## config.mk

```make
export PLATFORM = sky130hd
export DESIGN_NAME = rs232_transmitter
export DESIGN_NICKNAME = d
export VERILOG_FILES = /design/src/rtl/rs232_pkg.sv /design/src/rtl/rs232_baud_gen.sv /design/src/rtl/rs232_transmitter.sv
export SDC_FILE = /design/constraint.sdc
export NUM_CORES = 1
export LEC_CHECK = 0
export BUFFER_PORTS_ARGS = -buffer_cell sky130_fd_sc_hd__clkbuf_2
export CAP_MARGIN = 40
export CORE_UTILIZATION = 29
export DETAILED_ROUTE_END_ITERATION = 10
export PLACE_DENSITY_LB_ADDON = 0.2
export SLEW_MARGIN = 15
export SYNTH_ARGS = -nofsm -noshare
export SYNTH_HDL_FRONTEND = slang
export SYNTH_SLANG_ARGS = --single-unit
```

## constraint.sdc

```tcl
create_clock -name clk -period 2.61 [get_ports clk]
set_clock_uncertainty 0.2 [all_clocks]
set_input_delay 0.1305 -clock clk [delete_from_list [all_inputs] [get_ports clk]]
set_output_delay 0.1305 -clock clk [all_outputs]
set_load 0.05 [all_outputs]
```

## src/rtl/rs232_pkg.sv

```systemverilog
// -----------------------------------------------------------------------------
// rs232_pkg
//    Shared definitions for the RS-232 transmitter slice.
//    - state_t       : transmitter FSM states (PARITY only reachable when the
//                      RS232_TX_PARITY_EN macro is defined)
//    - DATA_BITS     : payload width of one frame
//    - IDLE_LEVEL    : logic level of the idle (marking) serial line
//    - even_parity() : parity bit that makes the count of ones even
//    - cnt_width()   : register width able to hold 0..n-1 (at least 1 bit)
// -----------------------------------------------------------------------------
package rs232_pkg;

   localparam int unsigned DATA_BITS  = 8;
   localparam logic        IDLE_LEVEL = 1'b1;

   typedef enum logic [2:0] {
      IDLE,
      START,
      DATA,
      PARITY,
      STOP
   } state_t;

   function automatic logic even_parity(input logic [DATA_BITS-1:0] d);
      return ^d;
   endfunction

   function automatic int unsigned cnt_width(input int unsigned n);
      return (n > 1) ? $clog2(n) : 1;
   endfunction

endpackage

```

## src/rtl/rs232_baud_gen.sv

```systemverilog
// -----------------------------------------------------------------------------
// rs232_baud_gen
//    Bit-period timer for the transmitter. Counts clock cycles 0..BIT_CYCLES-1
//    and wraps at the bit boundary; bit_done is high during the last cycle of
//    each bit period.
//
//    Parameters:
//       CLK_FREQ  system clock frequency in Hz
//       BAUD      line bit rate in bit/s
//    Ports:
//       clk       system clock, rising edge
//       rst_n     asynchronous active-low reset
//       clear     holds the counter at zero (asserted while the line is idle,
//                 so every frame starts with a fresh bit period)
//       bit_done  one-cycle tick every BIT_CYCLES clocks
// -----------------------------------------------------------------------------
module rs232_baud_gen #(
   parameter int unsigned CLK_FREQ = 100_000_000,
   parameter int unsigned BAUD     = 19200
) (
   input  logic clk,
   input  logic rst_n,
   input  logic clear,
   output logic bit_done
);
   import rs232_pkg::*;

   localparam int unsigned BIT_CYCLES = CLK_FREQ / BAUD;
   localparam int unsigned CNT_W      = cnt_width(BIT_CYCLES);
   localparam logic [CNT_W-1:0] LAST_CNT = CNT_W'(BIT_CYCLES - 1);

   logic [CNT_W-1:0] cycle_cnt;

   always_ff @(posedge clk or negedge rst_n) begin
      if (!rst_n) begin
         cycle_cnt <= '0;
      end else if (clear) begin
         cycle_cnt <= '0;
      end else if (cycle_cnt == LAST_CNT) begin
         cycle_cnt <= '0;
      end else begin
         cycle_cnt <= cycle_cnt + 1'b1;
      end
   end

   assign bit_done = !clear && (cycle_cnt == LAST_CNT);

endmodule

```

## src/rtl/rs232_transmitter.sv

```systemverilog
// -----------------------------------------------------------------------------
// rs232_transmitter
//    UART/RS-232 serial transmitter. Accepts one byte per single-cycle
//    data_ready strobe while idle and sends it as an 8N1 frame (start bit,
//    8 data bits LSB first, stop bit). Strobes during a frame are ignored.
//
//    Optional feature (macro RS232_TX_PARITY_EN): inserts an even-parity bit
//    between data bit 7 and the stop bit (8E1 frame, 11 bit periods).
//
//    Parameters:
//       CLK_FREQ    system clock frequency in Hz
//       BAUD        line bit rate in bit/s
//    Ports:
//       clk         system clock, rising edge
//       rst_n       asynchronous active-low reset (aborts any frame)
//       data_ready  one-cycle strobe, data valid / start a frame
//       data        byte to transmit, sampled only when the strobe is accepted
//       tx          registered serial line output, idle level 1
//       rts         registered: 1 = idle and ready, 0 = frame in progress
// -----------------------------------------------------------------------------
module rs232_transmitter #(
   parameter int unsigned CLK_FREQ = 100_000_000,
   parameter int unsigned BAUD     = 19200
) (
   input  logic       clk,
   input  logic       rst_n,
   input  logic       data_ready,
   input  logic [7:0] data,
   output logic       tx,
   output logic       rts
);
   import rs232_pkg::*;

   localparam int unsigned IDX_W = cnt_width(DATA_BITS);
   localparam logic [IDX_W-1:0] LAST_IDX = IDX_W'(DATA_BITS - 1);

   state_t                 state;
   logic [DATA_BITS-1:0]   shift_reg;
   logic [IDX_W-1:0]       bit_idx;
   logic                   bit_done;

   // The bit timer runs only while a frame is in flight; holding it clear in
   // IDLE means the accept edge starts a full-length start bit.
   rs232_baud_gen #(
      .CLK_FREQ (CLK_FREQ),
      .BAUD     (BAUD)
   ) u_baud_gen (
      .clk      (clk),
      .rst_n    (rst_n),
      .clear    (state == IDLE),
      .bit_done (bit_done)
   );

   // tx/rts are assigned the level of the state being entered, so both are
   // registered and change on the same edge as the state transition.
   always_ff @(posedge clk or negedge rst_n) begin
      if (!rst_n) begin
         state     <= IDLE;
         tx        <= IDLE_LEVEL;
         rts       <= 1'b1;
         bit_idx   <= '0;
         shift_reg <= '0;
      end else begin
         case (state)
            IDLE: begin
               tx  <= IDLE_LEVEL;
               rts <= 1'b1;
               if (data_ready) begin
                  shift_reg <= data;
                  bit_idx   <= '0;
                  state     <= START;
                  tx        <= ~IDLE_LEVEL;
                  rts       <= 1'b0;
               end
            end

            START: begin
               if (bit_done) begin
                  state   <= DATA;
                  bit_idx <= '0;
                  tx      <= shift_reg[0];
               end
            end

            DATA: begin
               if (bit_done) begin
                  if (bit_idx == LAST_IDX) begin
`ifdef RS232_TX_PARITY_EN
                     state <= PARITY;
                     tx    <= even_parity(shift_reg);
`else
                     state <= STOP;
                     tx    <= IDLE_LEVEL;
`endif
                  end else begin
                     bit_idx <= bit_idx + 1'b1;
                     tx      <= shift_reg[bit_idx + 1'b1];
                  end
               end
            end

            PARITY: begin
`ifdef RS232_TX_PARITY_EN
               if (bit_done) begin
                  state <= STOP;
                  tx    <= IDLE_LEVEL;
               end
`else
               state <= IDLE;
               tx    <= IDLE_LEVEL;
               rts   <= 1'b1;
`endif
            end

            STOP: begin
               if (bit_done) begin
                  state <= IDLE;
                  tx    <= IDLE_LEVEL;
                  rts   <= 1'b1;
               end
            end

            default: begin
               state <= IDLE;
               tx    <= IDLE_LEVEL;
               rts   <= 1'b1;
            end
         endcase
      end
   end

endmodule

```

# After elaboration in Yosys (flattened, before gate mapping)
# Index checks and enable logic that the tools add are counted.
# word_totals
output_inout_bits	2
mem_count	0
in_bits	11
ramBits	0
ff_bits	29
word_cells	52
rom_bits	0
latch_bits	0
# classes
div	0
n_mux	21
addsub	2
shift	0
n_eq_ne	11
mul	0
order_cmp	1
bitwise	1
reduce_logical	10
# ops
cell	n
13-bit 2-to-1 mux	2
3-bit 2-to-1 mux	8
13-bit by 1-bit adder with 13-bit output, second input constant	1
13-bit == test, second input constant	1
2-bit inequality test, second input constant	6
3-bit case mux with 4 select lines	1
5-bit AND reduction	2
3-bit case mux with 3 select lines	1
3-bit == test, second input constant	2
1-bit 2-to-1 mux	6
3-bit by 4-bit less-than comparator with 1-bit output, second input constant	1
1-bit case mux with 4 select lines	1
2-bit AND reduction	2
3-bit by 1-bit adder with 3-bit output, second input constant	1
1-bit binary-select mux with 3-bit select	1
3-bit by 1-bit == test with 1-bit output, second input constant	1
3-bit by 2-bit == test with 1-bit output, second input constant	1
3-bit logical NOT	1
1-bit case mux with 3 select lines	1
3-bit AND reduction	1
3-bit nonzero test	1
2-bit OR reduction	1
1-bit logical AND	1
1-bit logical NOT	1
1-bit NOT	1

# Depth between registers and ports, before layout
# Gate-level depths: netlist of the first run.
# logic_depth
ltp_word	6
depth_mapped	6
depth_no_buf	5

# By module
# A second synthesis of the first run with hierarchy kept.
# hier_totals
hier_cells	143
hier_area_um2	1569.0
# by_module_without_submodules
mod	area_per_inst_um2	cells_each	instances	seq_area_each_um2
rs232_transmitter	887.1	74	1	402.9
rs232_baud_gen	681.9	69	1	325.3

# Worst setup path before layout of the first run
# OpenSTA, ideal clock, no wires.
# synth_path
kind	reg-to-reg
from	reg u_baud_gen.cycle_cnt[5]
to	reg bit_idx[0]
t_arrival_ns	1.620
required_time_ns	2.285
stages_incl_launch_ff	5
n_path_buf	0
setup_time_ns	0.125
path_slack_ns	0.666
synth_period_minus_slack_ns	1.944
path_cell_list	dfrtp_1 > or4b_4 > nor4_2 > a31oi_1 > mux2_2
# synth_between
elab_chain_len	4
elab_cells_between_ends	5
classes_between	eq/ne: 3; reduce/logical: 2
# synth_lines
element	line_no	rtl
start: declaration	rs232_baud_gen.sv:32	logic [CNT_W-1:0] cycle_cnt;
start signal: assignment	rs232_baud_gen.sv:42	cycle_cnt <= cycle_cnt + 1'b1;
13-bit == test (*)	rs232_baud_gen.sv:46	assign bit_done = !clear && (cycle_cnt == LAST_CNT);
1-bit logical AND (*)	rs232_baud_gen.sv:46	
2-bit inequality test (no source line)	--	
5-bit AND reduction (no source line) (*)	--	
end signal: assignment	rs232_transmitter.sv:96	bit_idx <= bit_idx + 1'b1;
end: declaration	rs232_transmitter.sv:39	logic [IDX_W-1:0] bit_idx;
# Every way passes the cells marked *; elsewhere a longest branch is shown, timed or not.
# A chain may end at the register's enable or synchronous reset.

# Worst setup path after layout of the first run
# Ends and elaborated chain as after synthesis.

==> flow_summary.yaml, run 1 <==
critical_path:
  critPathKind: "flip-flop to flip-flop"
  regToRegStartpoint: "u_baud_gen.cycle_cnt[5]"
  cell_count_of_the_worst_reg_to_reg_path: 4
  path_depth: 4
  timing.reg2reg.setup_slack_ps: 540
  cp_buf_inv_count: 0
  cp_data_required_time_ps: 2570
  crit_path_max_fanout: 5
  worst-endpoint-arrival_ps: 2030
  slowest_stage: "or4b_4"
  critical_path.top_delay_family: "simple AND/OR/NAND/NOR gates"
  crit_path_max_incr_delay_ps: 580
  ff_to_ff_end: "bit_idx[0]"
  startpoint_type: "flip-flop"
  critPathCaptureType: "flip-flop"
  worstPathCellList: "or4b_4 -> nor4_2 -> a31oi_1 -> mux2_2"
finish:
  largest_reg_flops: 13
  final_layout_size_suffix_gt1_frac: 0.2683
  area.growth.synth_to_final_pct: 21.95
  antenna_cells: 0
  layout.nets: 177
power:
  leakagePower_nw: 0.7722
  power.ir.vdd_worst_mv: 0.2966
  power-per-cell-area_nw_per_um2: 481.7
synth:
  netlist_area_sq_um: 1499
  syn_area_per_cell_sq_um: 10.86
  number_of_synthesis_warnings: 0
  yosysUniqueCellTypes: 39
  yosysSeqAreaShare: 0.4858
  synth_fp_nets: 152
  postSynthCellCount: 138
  number_of_flip_flops_and_latches_in_the_synthesized_netlist: 29
routing:
  route.detailed.drc: 0
  route.vias.total: 1126
  detail_route.iter0.violations: 45
  detail_route.wirelength_mm: 2.930
  antenna_left: 0
  route.detailed.wl_per_inst_um: 12.68
  vias_per_cell: 4.874
  number_of_detailed_route_iterations_in_the_first_pass: 4
sta:
  finalCriticalPeriod_ps: 2066
  final-max-slew-violation-count: 0
  clock.fmax_mhz: 484.1
  tns_ps: 0
  setup_violations: 0
  rsz_0062_raised_after_global_routing: "false"
  final_hold_viol_count: 0
  post-route-period-util: 0.7915
  timing.hold.ws_ps: 252.7
  slew_headroom: 0.5171
  tightestPinTransition_ps: 724.3
clocking:
  clock_insertion_delay_worst_skew_ps: 270
  tritoncts: "yes"
  clk_pin_slew_ps: 60
  cts-resized-gates: 0
  clk_root_buffer_cell: "clkbuf_8"
  cts_setup_buffers: 0
  cts.sinks: 29
  max-clock-path-buffers: 2
  htree_num_levels: 2
  hold_buffers: 10
  cts_made_buffers: 5
die:
  num_io_pins: 13
  design.core.area_sq_um: 4848
  design.die.area_sq_um: 5460
  placement_rows: 25
  die_y_um: 73.90
  die_w_um: 73.90
  initial_utilization: 0.3092
placement:
  routabilityCongestion: 0.8427
  hpwl_mm: 2.046
  number_of_port_buffers: 12
job:
  max_cap_viol_count: 0
global_routing:
  number_of_global_route_vias_before_repair: 1141
  grt_usage: 0.1239
  grt_start_max_net_pins: 30
  grt_first_pass_wirelength_mm: 5.071
  grt_antenna_before_repair: 0
  total_congestion_overflow_after_global_routing: 0
worst_hold_path:
  hold_path.class: "input pin to async pin"
status:
  status: "completed"
-- synth_stat cells, drive strengths merged --
master  count  area (sq um)
a22oi       1         7.510
o41ai       1         8.760
nor3        5         36.29
nor2       11         41.29
buf         2         12.51
dfstp       2         52.55
a21o        1         7.510
a22o        2         17.52
a21oi       7         35.03
nor4        3         25.02
mux2        9         101.4
ha          3         37.54
or4b        2         27.53
nor2b       3         18.77
dfrtp      27         675.7
clkbuf      3         11.26
nor3b       2         20.02
xnor2       5         43.79
or4         1         11.26
o21ai       7         35.03
o22ai       1         6.260
o31a        1         8.760
or2         2         12.51
mux4        2         45.04
nand2       7         28.78
a41oi       1         8.760
nand3       5         25.02
xor2        3         26.28
nand4       4         25.02
and2        2         12.51
a31oi       2         12.51
or3         6         37.54
or2b        1         8.760
inv         4         15.01
-- report_power, final --
part	switching (W)	internal [W]	total, W
registers	0	0.000450	0.000450
logic	0.0000128	0.0000154	0.0000282
clock network	0.000165	0.000238	0.000403
-- stage by stage --
stage,setup WS [ps],cells,utilization,total power [W],cell area [sq um]
5_1_grt,464.9,231,0.3770,0.0009178,1828
2_1_floorplan,665.5,138,-,0.0004587,1499
6_report,544.1,231,0.3770,0.0008806,1828
4_1_cts,548.3,231,0.3770,0.0008953,1828
3_3_place_gp,581.4,213,0.3355,0.0004744,1627
3_5_place_dp,562.8,213,0.3355,0.0004753,1627
-- area by class of cell --
cell class | count | area [sq um]
fillers | 492 | 3020
multi-input cells | 100 | 732.0
flip-flops and latches | 29 | 728.2
repair buffers | 23 | 167.7
clock buffers | 7 | 96.34
well taps | 67 | 83.83
inverters | 4 | 15.01
clock inverters | 1 | 5.005
-- how the worst max path moves through the flow --
stage	startpoint	end	slack, ps
floorplan	u_baud_gen.cycle_cnt[5]	bit_idx[0]	670
global placement	u_baud_gen.cycle_cnt[7]	u_baud_gen.cycle_cnt[2]	580
detailed placement	u_baud_gen.cycle_cnt[5]	bit_idx[0]	560
CTS	u_baud_gen.cycle_cnt[5]	bit_idx[0]	550
global route	u_baud_gen.cycle_cnt[5]	u_baud_gen.cycle_cnt[2]	460
finish	u_baud_gen.cycle_cnt[5]	bit_idx[0]	540
-- metal layers --
metal  track usage  vias up  part of all wire
met4       0.05769        0            0.0078
met2        0.1988       14              0.49
met1        0.1552      562              0.48
met5             0        -                 0
li1              -      548                 -
met3       0.03292        2             0.019
-- layout by cell type (no fill, tap or decap), types with 3 or more instances in the layout --
master	n
dfrtp_1	27
clkbuf_2	12
nor2_1	11
dlygate4sd3_1	10
mux2_2	9
o21ai_0	7
a21oi_1	7
clkbuf_8	7
nand2_1	6
or3_1	6
nand3_1	5
xnor2_1	5
inv_1	4
nand4_1	4
nor3_1	4
xor2_1	3
nor2b_1	3
ha_1	3
-- cell families after synthesis --
kind of cell,synth area share
compound gates,0.09850
xor+xnor,0.04675
fa+ha+maj,0.02504
buf+inv,0.02587
flops,0.4858
mux,0.09766
simple gates,0.2204
(Power assumes the default switching activity.)
==> run 2: changes to the inputs <==
==> constraint.sdc (replaced) <==
create_clock -name clk -period 1.93 [get_ports clk]
set_clock_uncertainty 0.2 [all_clocks]
set_input_delay 0.0965 -clock clk [delete_from_list [all_inputs] [get_ports clk]]
set_output_delay 0.0965 -clock clk [all_outputs]
set_load 0.05 [all_outputs]
==> flow_summary.yaml, run 2 (synthesis gave the netlist of run 1 again) <==
status:
  status: "finished with violations"
  violated_checks: "setup timing"
finish:
  fillers: 462
  commonest_non_fill_non_tap_cell_in_the_layout: "dfrtp_1"
  commonest_cells_after_routing_fill_and_taps_aside: "27 x dfrtp_1, 17 x buf_4, 12 x clkbuf_2"
  final_layout_size_suffix_gt1_frac: 0.3407
  largest_reg_flops: 13
  antenna_cells: 0
  layout.nets: 195
  area.growth.synth_to_final_pct: 32.80
  layoutNonFillerInstCount: 249
clocking:
  clock_insertion_delay_worst_skew_ps: 280
  clk_pin_slew_ps: 60
  clk_root_buffer_cell: "clkbuf_8"
  cts_made_buffers: 5
  max-clock-path-buffers: 2
  htree_num_levels: 2
  tritoncts: "yes"
  cts.sinks: 29
global_routing:
  grt_util_met1: 0.1687
  globalRouteMet2Util: 0.2253
  grt_first_pass_wirelength_mm: 5.485
  number_of_global_route_vias_before_repair: 1190
  grt_antenna_before_repair: 0
  grt_usage: 0.1370
  grt_use_met3: 0.03292
  grt_start_max_net_pins: 30
  total_congestion_overflow_after_global_routing: 0
  grt.busiest_layer: "met2"
sta:
  post-route-period-util: 1.043
  finalCriticalPeriod_ps: 2014
  timing.hold.ws_ps: 203.7
  final_hold_viol_count: 0
  rsz_0062_raised_after_global_routing: "true"
  tightestPinTransition_ps: 712.8
  setup_ws_ps: -83.81
  final-max-slew-violation-count: 0
  clock.fmax_mhz: 496.6
  slew_headroom: 0.5248
  setup_violations: 7
power:
  pwr-share-clk: 0.439
  p_int_w: 0.0009193
  comb_power_share: 0.033
  p_sw_w: 0.0002337
  swShare: 0.2027
  power-per-cell-area_nw_per_um2: 579.2
  seqPwrFrac: 0.528
  p_total_w: 0.001153
  power.ir.vdd_worst_mv: 0.3134
  leakagePower_nw: 0.8555
job:
  max_cap_viol_count: 0
routing:
  number_of_detailed_route_iterations_in_the_first_pass: 4
  route.vias.total: 1204
  antenna_left: 0
  route.detailed.drc: 0
  detail_route.iter0.violations: 50
  detail_route.wirelength_mm: 3.188
  route.detailed.wl_per_inst_um: 12.80
  vias_per_cell: 4.835
placement:
  number_of_port_buffers: 12
  hpwl_mm: 2.326
  dpl.cell_count: 227
  minimum_setup_slack_after_placement_ps: -91.65
  routabilityCongestion: 0.8092
critical_path:
  setup.worst_path.end: "bit_idx[0]"
  critPathKind: "flip-flop to flip-flop"
  cell_count_of_the_worst_reg_to_reg_path: 4
  critical_path.startpoint: "u_baud_gen.cycle_cnt[11]"
  ff_to_ff_end: "bit_idx[0]"
  startpoint_type: "flip-flop"
  critPathCaptureType: "flip-flop"
  worst-endpoint-arrival_ps: 1980
  timing.reg2reg.setup_slack_ps: -80
  regToRegStartpoint: "u_baud_gen.cycle_cnt[11]"
  cp_data_required_time_ps: 1890
  crit_path_max_fanout: 3
die:
  design.core.area_sq_um: 4848
  design.die.area_sq_um: 5460
  die_y_um: 73.90
  die_w_um: 73.90
  placement_rows: 25
  initial_utilization: 0.3092
  num_io_pins: 13
worst_hold_path:
  hold_path.class: "input pin to async pin"
-- run 2: layout make-up --
type,count,area (sq um),share of cell area
timing repair buffer,41,310.3,0.1559
sequential,29,728.2,0.3658
tap,67,83.83,0.04211
clock buffer,8,90.09,0.04525
multi-input combinational,100,763.2,0.3834
inverter,4,15.01,0.007542
-- run 2: power by group through the flow --
| stage | logic [W] | registers, W | clock network [W] |
|---|---|---|---|
| CTS | 0.0000393 | 0.000608 | 0.000523 |
| global route | 0.0000436 | 0.000608 | 0.000548 |
| global placement | 0.0000229 | 0.000619 | 0 |
| detailed placement | 0.0000237 | 0.000619 | 0 |
| finish | 0.0000382 | 0.000608 | 0.000506 |
| floorplan | 0.000000999 | 0.000619 | 0 |
-- run 2: metrics by stage --
step	cell area [sq um]	setup TNS, ps	util
finish	1991	-274.2	0.4106
global route	1991	-1630	0.4106
CTS	1951	-448.5	0.4023
detailed placement	1732	-180.6	0.3572
global placement	1732	-43.67	0.3572
floorplan	1499	-13.61	-
-- run 2: timing repair --
action	4_1_cts	5_1_grt
hold buffers	10	0
setup buffers	1	3
setup endpoints to repair	4	19
gates cloned	0	0
pin swaps	3	12
hold endpoints to repair	36	0
resized for setup	4	4
-- run 2: worst min-delay path by stage --
stage | from | endpoint | slack [ps] | depth (start not counted)
3_5_place_dp | rst_n | shift_reg[3] | -20 | 1
2_1_floorplan | rst_n | bit_idx[0] | -400 | 0
6_report | rst_n | shift_reg[2] | 200 | 2
3_3_place_gp | rst_n | shift_reg[0] | -30 | 1
5_1_grt | rst_n | shift_reg[1] | 290 | 2
4_1_cts | rst_n | shift_reg[3] | 240 | 2
-- run 2: routing by layer --
layer	routed length, um	vias to the layer above
met4	59	0
li1	-	588
met1	1449	586
met2	1577	24
met3	102	6
met5	0	-
-- run 2: worst max-delay path: stages, from the launching register on --
cell and delay, ps:
dfrtp_1 380, or4b_4 570, nor4_4 320, a31oi_2 160, mux2_4 280
==> run 3: changes to the inputs <==
--- a/config.mk
+++ b/config.mk
@@ -7,6 +7,8 @@
 export LEC_CHECK = 0
 export BUFFER_PORTS_ARGS = -buffer_cell sky130_fd_sc_hd__clkbuf_2
 export CAP_MARGIN = 40
+export CELL_PAD_IN_SITES_DETAIL_PLACEMENT = 1
+export CELL_PAD_IN_SITES_GLOBAL_PLACEMENT = 1
 export CORE_UTILIZATION = 29
 export DETAILED_ROUTE_END_ITERATION = 10
 export PLACE_DENSITY_LB_ADDON = 0.2
==> flow_summary.yaml, run 3 (synthesis gave the netlist of run 1 again) <==
power:
  leakagePower_nw: 0.8751
  power.ir.vdd_worst_mv: 0.3682
  power-per-cell-area_nw_per_um2: 643.9
sta:
  post-route-period-util: 1.046
  rsz_0062_raised_after_global_routing: "true"
  tightestPinTransition_ps: 725.8
  final_hold_viol_count: 0
  clock.fmax_mhz: 495.3
  tns_ps: -235.4
  final-max-slew-violation-count: 0
  slew_headroom: 0.5161
  setup_ws_ps: -88.83
  setup_violations: 6
  finalCriticalPeriod_ps: 2019
global_routing:
  grt.busiest_layer: "met2"
  grt_util_met1: 0.1877
  grt_antenna_before_repair: 0
  grt_usage: 0.1559
  grt_use_met3: 0.04938
  globalRouteMet2Util: 0.2599
  number_of_global_route_vias_before_repair: 1355
  grt_start_max_net_pins: 30
  grt_first_pass_wirelength_mm: 6.196
  total_congestion_overflow_after_global_routing: 0
status:
  status: "finished with violations"
  violated_checks: "setup timing"
die:
  design.die.area_sq_um: 5460
  die_w_um: 73.90
  initial_utilization: 0.3092
  placement_rows: 25
  num_io_pins: 13
  design.core.area_sq_um: 4848
  die_y_um: 73.90
worst_hold_path:
  hold_path.class: "input pin to async pin"
finish:
  commonest_cells_after_routing_fill_and_taps_aside: "27 x dfrtp_1, 17 x buf_4, 12 x clkbuf_2"
  final_layout_size_suffix_gt1_frac: 0.3497
  postLayoutCellArea_sq_um: 2027
  area.growth.synth_to_final_pct: 35.23
  commonest_non_fill_non_tap_cell_in_the_layout: "dfrtp_1"
  largest_reg_flops: 13
  antenna_cells: 0
  post-route-util: 0.4181
  layout.nets: 196
routing:
  vias_per_cell: 4.868
  route.vias.total: 1217
  detail_route.wirelength_mm: 3.524
  detail_route.iter0.violations: 24
  route.detailed.drc: 0
  antenna_left: 0
  number_of_detailed_route_iterations_in_the_first_pass: 3
  route.detailed.wl_per_inst_um: 14.10
critical_path:
  crit_path_max_fanout: 3
  ff_to_ff_end: "bit_idx[0]"
  cp_data_required_time_ps: 1900
  cell_count_of_the_worst_reg_to_reg_path: 4
  critPathCaptureType: "flip-flop"
  worst-endpoint-arrival_ps: 1990
  crit_path_max_incr_delay_ps: 570
  slowest_stage: "or4b_4"
  regToRegStartpoint: "u_baud_gen.cycle_cnt[5]"
  critPathKind: "flip-flop to flip-flop"
  startpoint_type: "flip-flop"
  worstPathCellList: "or4b_4 -> nor4_4 -> a31oi_2 -> mux2_4"
  timing.reg2reg.setup_slack_ps: -90
clocking:
  clock_insertion_delay_worst_skew_ps: 290
  clk_root_buffer_cell: "clkbuf_8"
  max-clock-path-buffers: 2
  htree_num_levels: 2
  tritoncts: "yes"
  cts.sinks: 29
  cts_made_buffers: 5
  clk_pin_slew_ps: 70
placement:
  number_of_port_buffers: 12
  routabilityCongestion: 0.7640
  placement.cell_area_sq_um: 1732
  hpwl_mm: 2.610
job:
  max_cap_viol_count: 0
## run 3: changes by cell type in the layout (fill, tap and decap cells not counted)
cell       before  now
bufinv_16       0    1
a21oi_1         6    7
or2_4           1    2
nor3_1          4    3
a21oi_2         1    0
nor3_2          0    1
clkbuf_1        2    1
## run 3: timing repair
action / 4_1_cts / 5_1_grt
setup endpoints to repair: 4 / 13
setup buffers: 0 / 4
pin swaps: 0 / 7
hold buffers: 10 / 0
endpoints found under the hold margin: 36 / 0
gates resized for setup: 2 / 7
cloned: 0 / 1
## run 3: how the worst max path moves through the flow
stage / endpoint / start / cells after the start
2_1_floorplan: bit_idx[0] / u_baud_gen.cycle_cnt[5] / 4
3_3_place_gp: bit_idx[0] / u_baud_gen.cycle_cnt[5] / 4
3_5_place_dp: bit_idx[0] / u_baud_gen.cycle_cnt[5] / 4
4_1_cts: bit_idx[0] / u_baud_gen.cycle_cnt[5] / 4
5_1_grt: bit_idx[0] / u_baud_gen.cycle_cnt[5] / 4
6_report: bit_idx[0] / u_baud_gen.cycle_cnt[5] / 4
## run 3: through the flow
step / power (W) / setup WS, ps / hold WS (ps) / instances
after floorplan: 0.0006203 / -13.61 / -399.1 / 138
after global placement: 0.0006423 / -34.83 / -18.05 / 227
after detailed placement: 0.0006441 / -127.0 / -4.574 / 227
after CTS: 0.001325 / -105.6 / 232.1 / 245
after global routing: 0.001353 / -130.9 / 273.1 / 250
final: 0.001305 / -88.83 / 209.9 / 250
## run 3: power by group
group	leakage [nW]	total [W]	switching [W]	internal, W
sequential	0.378	0.000608	0	0.000608
clock	0.0585	0.000658	0.000237	0.000420
combinational	0.438	0.0000394	0.0000186	0.0000209
total	0.875	0.00131	0.000256	0.00105
## run 3: layer usage
| layer | wire [um] | vias to the layer above | share of wire |
|---|---|---|---|
| met5 | 0 | - | 0 |
| met4 | 25 | 0 | 0.0071 |
| met3 | 96 | 2 | 0.027 |
| met2 | 1750 | 11 | 0.50 |
| met1 | 1652 | 609 | 0.47 |
| li1 | - | 595 | - |
## run 3: critical path: cells and delay by family (launching register included)
| family | cells | cell delay [ps] |
|---|---|---|
| flip-flops | 1 | 390 |
| AND/OR/NAND/NOR | 2 | 890 |
| multiplexers | 1 | 270 |
| AO/OA/AOI/OAI | 1 | 160 |
## run 3: cell type report
type                       count  area, sq um
multi-input combinational    101        773.2
inverter                       4        15.01
timing repair buffer          41        310.3
clock inverter                 1        30.03
fill                         551         2821
clock buffer                   7        86.33
sequential                    29        728.2
tap                           67        83.83
